`src/rtl/ipsmacge_rxsfd.sv`:
```
// RX preamble/SFD stripper: finds the SFD, removes preamble, and delimits each
// frame with sop/eop, carrying an accumulated error flag and byte length.
module ipsmacge_rxsfd #(
  parameter int MAXLEN = 1518,
  parameter int LENW   = 14
) (
  input  logic            rxclk,
  input  logic            rxrst,
  input  logic [7:0]      rx_idat,
  input  logic            rx_idv,
  input  logic            rx_ier,
  input  logic            rx_ival,
  input  logic            upen,
  input  logic            upprechk,
  input  logic [2:0]      uppremin,
  output logic [7:0]      rx_odat,
  output logic            rx_oval,
  output logic            rx_osop,
  output logic            rx_oeop,
  output logic            rx_oerr,
  output logic [LENW-1:0] rx_olen,
  output logic            sfd_prerr,
  output logic            sfd_longerr,
  output logic [1:0]      fsm_state
);

  typedef enum logic [1:0] {IDLE = 2'd0, PRE = 2'd1, DATA = 2'd2, DROP = 2'd3} state_t;

  state_t          state, state_nx;
  logic [2:0]      precnt;
  logic [7:0]      hold;
  logic            hvld, hsop, erracc;
  logic [LENW-1:0] len;

  logic            is_pre, is_sfd, sfd_ok_idle, sfd_ok_pre, trunc;
  logic            emit, emit_eop, emit_err, prerr_nx, longerr_nx;
  logic [LENW-1:0] emit_len;

  // Valid/ready contract: there is no backpressure; every input is qualified
  // by rx_ival and every output byte/flag set is qualified by the rx_oval strobe.
  assign is_pre      = (rx_idat == 8'h55);
  assign is_sfd      = (rx_idat == 8'hD5);
  assign sfd_ok_idle = !upprechk || (uppremin == 3'd0);
  assign sfd_ok_pre  = !upprechk || (precnt >= uppremin);
  assign trunc       = hvld && (len == LENW'(MAXLEN));
  assign fsm_state   = state;

  always_ff @(posedge rxclk or posedge rxrst) begin
    if (rxrst) state <= IDLE;
    else       state <= state_nx;
  end

  always_comb begin
    state_nx = state;
    if (rx_ival) begin
      case (state)
        IDLE: if (upen && rx_idv) begin
          if (is_pre)                     state_nx = PRE;
          else if (is_sfd && sfd_ok_idle) state_nx = DATA;
          else                            state_nx = DROP;
        end
        PRE: begin
          if (!rx_idv)                   state_nx = IDLE;
          else if (is_pre)               state_nx = PRE;
          else if (is_sfd && sfd_ok_pre) state_nx = DATA;
          else                           state_nx = DROP;
        end
        DATA: begin
          if (!rx_idv)    state_nx = IDLE;
          else if (trunc) state_nx = DROP;
        end
        DROP: if (!rx_idv) state_nx = IDLE;
        default: state_nx = IDLE;
      endcase
    end
  end

  always_comb begin
    emit       = 1'b0;
    emit_eop   = 1'b0;
    emit_err   = 1'b0;
    emit_len   = '0;
    prerr_nx   = 1'b0;
    longerr_nx = 1'b0;
    if (rx_ival) begin
      case (state)
        IDLE: prerr_nx = upen && rx_idv && !is_pre && !(is_sfd && sfd_ok_idle);
        PRE:  prerr_nx = !rx_idv || (!is_pre && !(is_sfd && sfd_ok_pre));
        DATA: begin
          if (rx_idv) begin
            emit = hvld;
            // Frame already at the length limit: close it out as errored.
            if (trunc) begin
              emit_eop   = 1'b1;
              emit_err   = 1'b1;
              emit_len   = len;
              longerr_nx = 1'b1;
            end
          end else if (hvld) begin
            emit     = 1'b1;
            emit_eop = 1'b1;
            emit_err = erracc;
            emit_len = len;
          end
        end
        default: ;
      endcase
    end
  end

  always_ff @(posedge rxclk or posedge rxrst) begin
    if (rxrst) begin
      rx_odat     <= '0;
      rx_oval     <= 1'b0;
      rx_osop     <= 1'b0;
      rx_oeop     <= 1'b0;
      rx_oerr     <= 1'b0;
      rx_olen     <= '0;
      sfd_prerr   <= 1'b0;
      sfd_longerr <= 1'b0;
    end else begin
      rx_odat     <= emit ? hold : 8'h00;
      rx_oval     <= emit;
      rx_osop     <= emit && hsop;
      rx_oeop     <= emit_eop;
      rx_oerr     <= emit_err;
      rx_olen     <= emit_len;
      sfd_prerr   <= prerr_nx;
      sfd_longerr <= longerr_nx;
    end
  end

  always_ff @(posedge rxclk or posedge rxrst) begin
    if (rxrst) begin
      precnt <= '0;
      hold   <= '0;
      hvld   <= 1'b0;
      hsop   <= 1'b0;
      erracc <= 1'b0;
      len    <= '0;
    end else if (rx_ival) begin
      if (state == IDLE && upen && rx_idv && is_pre) precnt <= 3'd1;
      if (state == PRE && rx_idv && is_pre && precnt != 3'd7) precnt <= precnt + 3'd1;
      if (state != DATA && state_nx == DATA) begin
        hvld   <= 1'b0;
        hsop   <= 1'b0;
        erracc <= 1'b0;
        len    <= '0;
      end
      if (state == DATA) begin
        if (rx_idv && !trunc) begin
          // Only the first byte after the SFD loads while the register is empty.
          hold   <= rx_idat;
          hsop   <= !hvld;
          hvld   <= 1'b1;
          len    <= len + LENW'(1);
          erracc <= erracc | rx_ier;
        end else begin
          hvld <= 1'b0;
        end
      end
    end
  end

endmodule

```
`config.mk`:
```
export PLATFORM = sky130hd
export DESIGN_NAME = ipsmacge_rxsfd
export DESIGN_NICKNAME = d
export VERILOG_FILES = /design/src/rtl/ipsmacge_rxsfd.sv
export SDC_FILE = /design/constraint.sdc
export NUM_CORES = 1
export LEC_CHECK = 0
export CAP_MARGIN = 20
export CORE_ASPECT_RATIO = 0.6
export CORE_MARGIN = 10
export CORE_UTILIZATION = 56
export DETAILED_ROUTE_END_ITERATION = 16
export HOLD_SLACK_MARGIN = 0.03
export MAX_ROUTING_LAYER = met4
export PLACE_DENSITY = 0.85
export SLEW_MARGIN = 30
export SYNTH_ARGS = -nofsm -noshare
export SYNTH_HDL_FRONTEND = slang
export SYNTH_SLANG_ARGS = --single-unit
```
`constraint.sdc`:
```
create_clock -name rxclk -period 6.4 [get_ports rxclk]
set_input_delay 1.92 -clock rxclk [delete_from_list [all_inputs] [get_ports rxclk]]
set_output_delay 1.92 -clock rxclk [all_outputs]
set_load 0.005 [all_outputs]
```
Yosys cells after proc, flatten, opt, wreduce, memory -nomap -nowiden. Cells that the tools add are included.

$lt $le $gt $ge: 1. Bitwise gates (word level): 1. Equality and inequality tests: 9. Add/sub/neg operators: 2. Multiplexer cells: 48. Reductions and logical operators: 33.

Operators with widths (number): $mux W14 (8); $mux W1 (27); $logic_and A1 B1 Y1 (16); $mux W2 (8); $add A14 B1 Y14 const B (1); $eq A14 B11 Y1 const B (1); $eq A8 B7 Y1 const B (1); $eq A8 B8 Y1 const B (1); $mux W8 (1); $pmux W2 S4 (1); $logic_not A1 Y1 (7); $eq A2 B2 Y1 const B (3); $mux W3 (2); $reduce_and A2 Y1 (2); $reduce_bool A2 Y1 (2); $add A3 B1 Y3 const B (1); $ge A3 B3 Y1 (1); $logic_not A3 Y1 (1); $logic_or A1 B1 Y1 (3); $ne A3 B3 Y1 const B (1); $reduce_and A3 Y1 (1); $eq A2 B1 Y1 const B (1); $logic_not A2 Y1 (1); $ne A2 B2 Y1 const B (1); 2 further kinds (2).

Bits of input ports: 18. Word-level logic and storage cells: 109. Output and inout bits: 30. Register bits after elaboration: 58.

Depth between registers and ports, before layout.
Depth after elaboration: 13. Gate-level depth with buffers: 8. Depth with buffers taken out: 7.

Worst setup path before layout. Ideal clock, no wire load.

Path type: input port to flip-flop. Start point: input uppremin[2]. End point: register len[3]. Path slack: 2933 ps. Data arrival time: 3343 ps. Stages: 7. Path through: inv_1 -> ha_1 -> nand2_1 -> o2111ai_1 -> a31oi_1 -> or3_4 -> a211o_1.

Cells in the longest elaborated chain, start to end: 13. Elaborated cells between the ends (all ways): 19. Classes of those cells: order compare: 1; eq/ne: 1; mux: 11; reduce/logical: 6.

Ends and longest elaborated chain: start, declared (RTL line 15) `input logic [2:0] uppremin,`; $ge A3 B3 Y1 or $logic_not A3 Y1 (tied branches) (RTL line 44, 43); $logic_or A1 B1 Y1, on equally long branches (RTL line 44, 43); $logic_and A1 B1 Y1, on equally long branches (RTL line 65, 59); $mux W1, on equally long branches (RTL line 65, 59); $mux W2, on equally long branches (RTL line 64, 58); $mux W2, on equally long branches (RTL line 63, 57); $pmux W2 S4 * (RTL line 56) `case (state)`; $mux W2 * (RTL line 55) `if (rx_ival) begin`; $eq A2 B2 Y1 * (RTL line 144) `if (state != DATA && state_nx == DATA) begin`; $logic_and A1 B1 Y1 * (RTL line 144); $mux W14 * (RTL line 144); $mux W14 (RTL line 151) `if (rx_idv && !trunc) begin`; $mux W14 * (RTL line 150) `if (state == DATA) begin`; end signal, assigned (RTL line 156) `len <= len + LENW'(1);`; end, declared (RTL line 33) `logic [LENW-1:0] len;`.

Mark *: on every way between the ends. The rest lies on a longest branch, timed or not. A chain may end at the register's enable or synchronous reset.

Worst setup path in the final report.
Start point: input rx_ival. End point: register len[6].

Cells in the longest elaborated chain, start to end: 6.

Ends and longest elaborated chain: start, declared (RTL line 12) `input logic rx_ival,`; $mux W2 (RTL line 55); $eq A2 B2 Y1 (RTL line 144); $logic_and A1 B1 Y1 (RTL line 144); $mux W14 (RTL line 144); $mux W14 (RTL line 151); $mux W14 (RTL line 150).

Parallel ways exist; a longest one is shown, timed or not.

==> results.toml <==
[synth]
ys_types = 47
async_flop_share_pct = 100
yosys.area.top_type_share_pct = 55.0
synth_area_leaders = "dfrtp_1 (55%), nand2_1 (5.7%), and2_1 (5.5%), ha_1 (3.3%), a21oi_1 (2.1%)"
synth_edf_count = 0
avgSynthCellArea_um2 = 10.6
ys_warn_count = 0
synth_seq_cells = 58
synth_ff_type = "dfrtp_1"
syn_area_um2 = 2640
syn_nets = 275
yosysSeqAreaShare_pct = 55.0
syn-instance-count = 250
yosys.area.top_type = "dfrtp_1"

[sta]
finalCritPeriodShare_pct = 63.1
finalSetupViolCount = 0
rsz0062_at_grt = "false"
hold_viol = 0
clock.fmax_ghz = 0.248
worst_pin_slew_ps = 873
post-route-min-period_ps = 4040
relSlewSlack_pct = 41.7
finalMaxSlewViolations = 0
fin_skew_ps = 6.54
setup_tns_ps = 0

[worst_hold_path]
hold-path-cell-count = 2
hold_end = "hold[1]"
min_from = "hold[1]"
hold_class = "register to register"

[routing]
detail-route-antenna-nets = 0
vias_per_cell = 5.69
routed_wl_um = 6020
drt_iter0_drc = 198
routedWlPerCell_um = 16.4
drt_first_pass_iters = 4
num_vias = 2087
drc = 0

[placed_design]
place.gp.congestion = 0.909
dp_hpwl_um = 4360
portBuffers = 47

[final_layout]
drive_gt1_share_pct = 6.91
diodes = 0
final_common_cell = "dfrtp_1"
final_core_util_pct = 72.9
area_growth_pct = 26.0
nets = 327
nFillCells = 343
final_cell_mix = "dfrtp_1 (58), clkdlybuf4s50_1 (47), nand2_1 (40)"

[cts]
cts_tree = "yes"
numCtsBuffers = 9
cts_setup_buffers = 0
cts_buffer_depth = 2
root_buffer = "clkbuf_8"
clk_latency_ps = 330
cts_htree_levels = 3
path_clk_slew_ps = 60
clkSinkCount = 58
cts_resized = 0
postCtsHoldBufs = 0

[global_routing]
grt_max_degree = 59
grt_pass1_wl_um = 9960
grt_usage_pct = 16.7
antenna_found_initial = 0
grt-ovfl-total = 0
grt_pass1_vias = 1959

[worst_setup_path]
critPathMaxStageDelay_ps = 820
r2r_setup_slack_ps = 3990
cp_num_buf_inv = 1
critical_path.startpoint = "rx_ival"
crit_chain = "clkdlybuf4s50_1 -> nand3_1 -> nor2_2 -> o21ai_0 -> a41oi_1"
crit_path_start_kind = "input port"
cp-end-kind = "register"
critPathMaxFanout = 25
r2r_end = "len[6]"
path_class = "input port to register"
r2r_cells = 7
cp.required_ps = 6640
cp_slowest_cell = "clkdlybuf4s50_1"
cp.arrival_ps = 4280
cpLargestDelayFamily = "simple AND/OR/NAND/NOR gates"
r2r_start = "len[0]"

[floorplanning]
initial_utilization_pct = 57.8
ios = 48
rows = 19
core-area_um2 = 4560
die_h_um = 73.2
die-width_um = 109
fp.dieArea_um2 = 7950

[power_and_ir_drop]
p_leak_nw = 1.52
p_per_area_nw_per_um2 = 263
max-vdd-ir-drop_mv = 0.210

[outcome]
status = "finished, final reports clean"

[flow_run]
maxCapViolations = 0
-- cells by family (layout without fill, tap and decap cells) --
group                    after synthesis  count (layout)  synth area share, %
AO/OA/AOI/OAI                         48              48                 12.9
XOR/XNOR                               2               2                0.664
adder cells (fa/ha/maj)                7               7                 3.32
buffers and inverters                 16              70                 2.42
flip-flops                            58              58                 55.0
multiplexers                           2               2                0.758
AND/OR/NAND/NOR                      117             117                 25.0
-- worst max-delay path by stage --
stage | to | slack, ps | cells after the start
floorplan | len[3] | 2930 | 7
CTS | len[6] | 2410 | 5
finish | len[6] | 2360 | 5
global placement | len[8] | 2100 | 5
global route | len[12] | 2120 | 5
detailed placement | len[6] | 2050 | 5
-- layer usage --
| layer | share of wire (%) | vias to the layer above | track usage [%] |
|---|---|---|---|
| met2 | 42 | 92 | 22.5 |
| met5 | 0 | - | - |
| li1 | - | 996 | - |
| met1 | 47 | 994 | 21.9 |
| met4 | 0.76 | 0 | 4.66 |
| met3 | 9.7 | 5 | 7.67 |
-- where the power goes --
part           internal (W)  switching (W)  total [W]
Sequential         0.000414      0.0000369   0.000450
Clock              0.000155       0.000127   0.000282
Combinational     0.0000658      0.0000766   0.000142
-- Yosys cell counts, types with 2 or more instances --
cell type,n
and3_1,7
nor4_1,3
o21ai_0,9
nor2b_1,5
nand3_1,6
nor2_1,8
inv_1,9
a21oi_1,11
a41oi_1,5
clkbuf_1,4
ha_1,7
dfrtp_1,58
buf_2,3
nor3_1,7
a22o_1,3
mux2i_1,2
o21a_1,2
a211o_1,2
o2bb2ai_1,2
a31oi_1,3
nand2_1,40
and4_1,3
and2_1,23
nand4_1,5
-- tightest hold or removal path, delay by kind of cell, from the launching register on --
kind | cells | cell delay [ps]
DFF | 1 | 340
and+or+nand+nor | 2 | 110
-- flip-flops by register name, indices dropped and copies added (netlist names) --
| register | flops |
|---|---|
| erracc | 1 |
| rx_olen | 14 |
| fsm_state | 2 |
| rx_oerr | 1 |
| hvld | 1 |
| len | 14 |
| hold | 8 |
| rx_oval | 1 |
| sfd_prerr | 1 |
| hsop | 1 |
| rx_osop | 1 |
| rx_odat | 8 |
| precnt | 3 |
| rx_oeop | 1 |
| sfd_longerr | 1 |
-- area by class of cell --
cell class | count | area (um^2) | area share (%)
Sequential cell | 58 | 1450 | 43.6
Multi-Input combinational cell | 176 | 1120 | 33.8
Timing Repair Buffer | 48 | 478 | 14.4
Clock buffer | 13 | 159 | 4.78
Tap cell | 63 | 78.8 | 2.37
Inverter | 9 | 33.8 | 1.02
-- through the flow --
stage	hold WS, ps	cell area (um^2)	power [W]	setup slack, ps	cells
final	473	3330	0.000875	2360	367
after global routing	488	3330	0.000929	2120	367
after CTS	474	3330	0.000882	2410	367
after detailed placement	458	3170	0.000597	2050	354
after global placement	450	3170	0.000593	2100	354
after floorplan	437	2640	0.000538	2930	250
(Power assumes the default switching activity.)
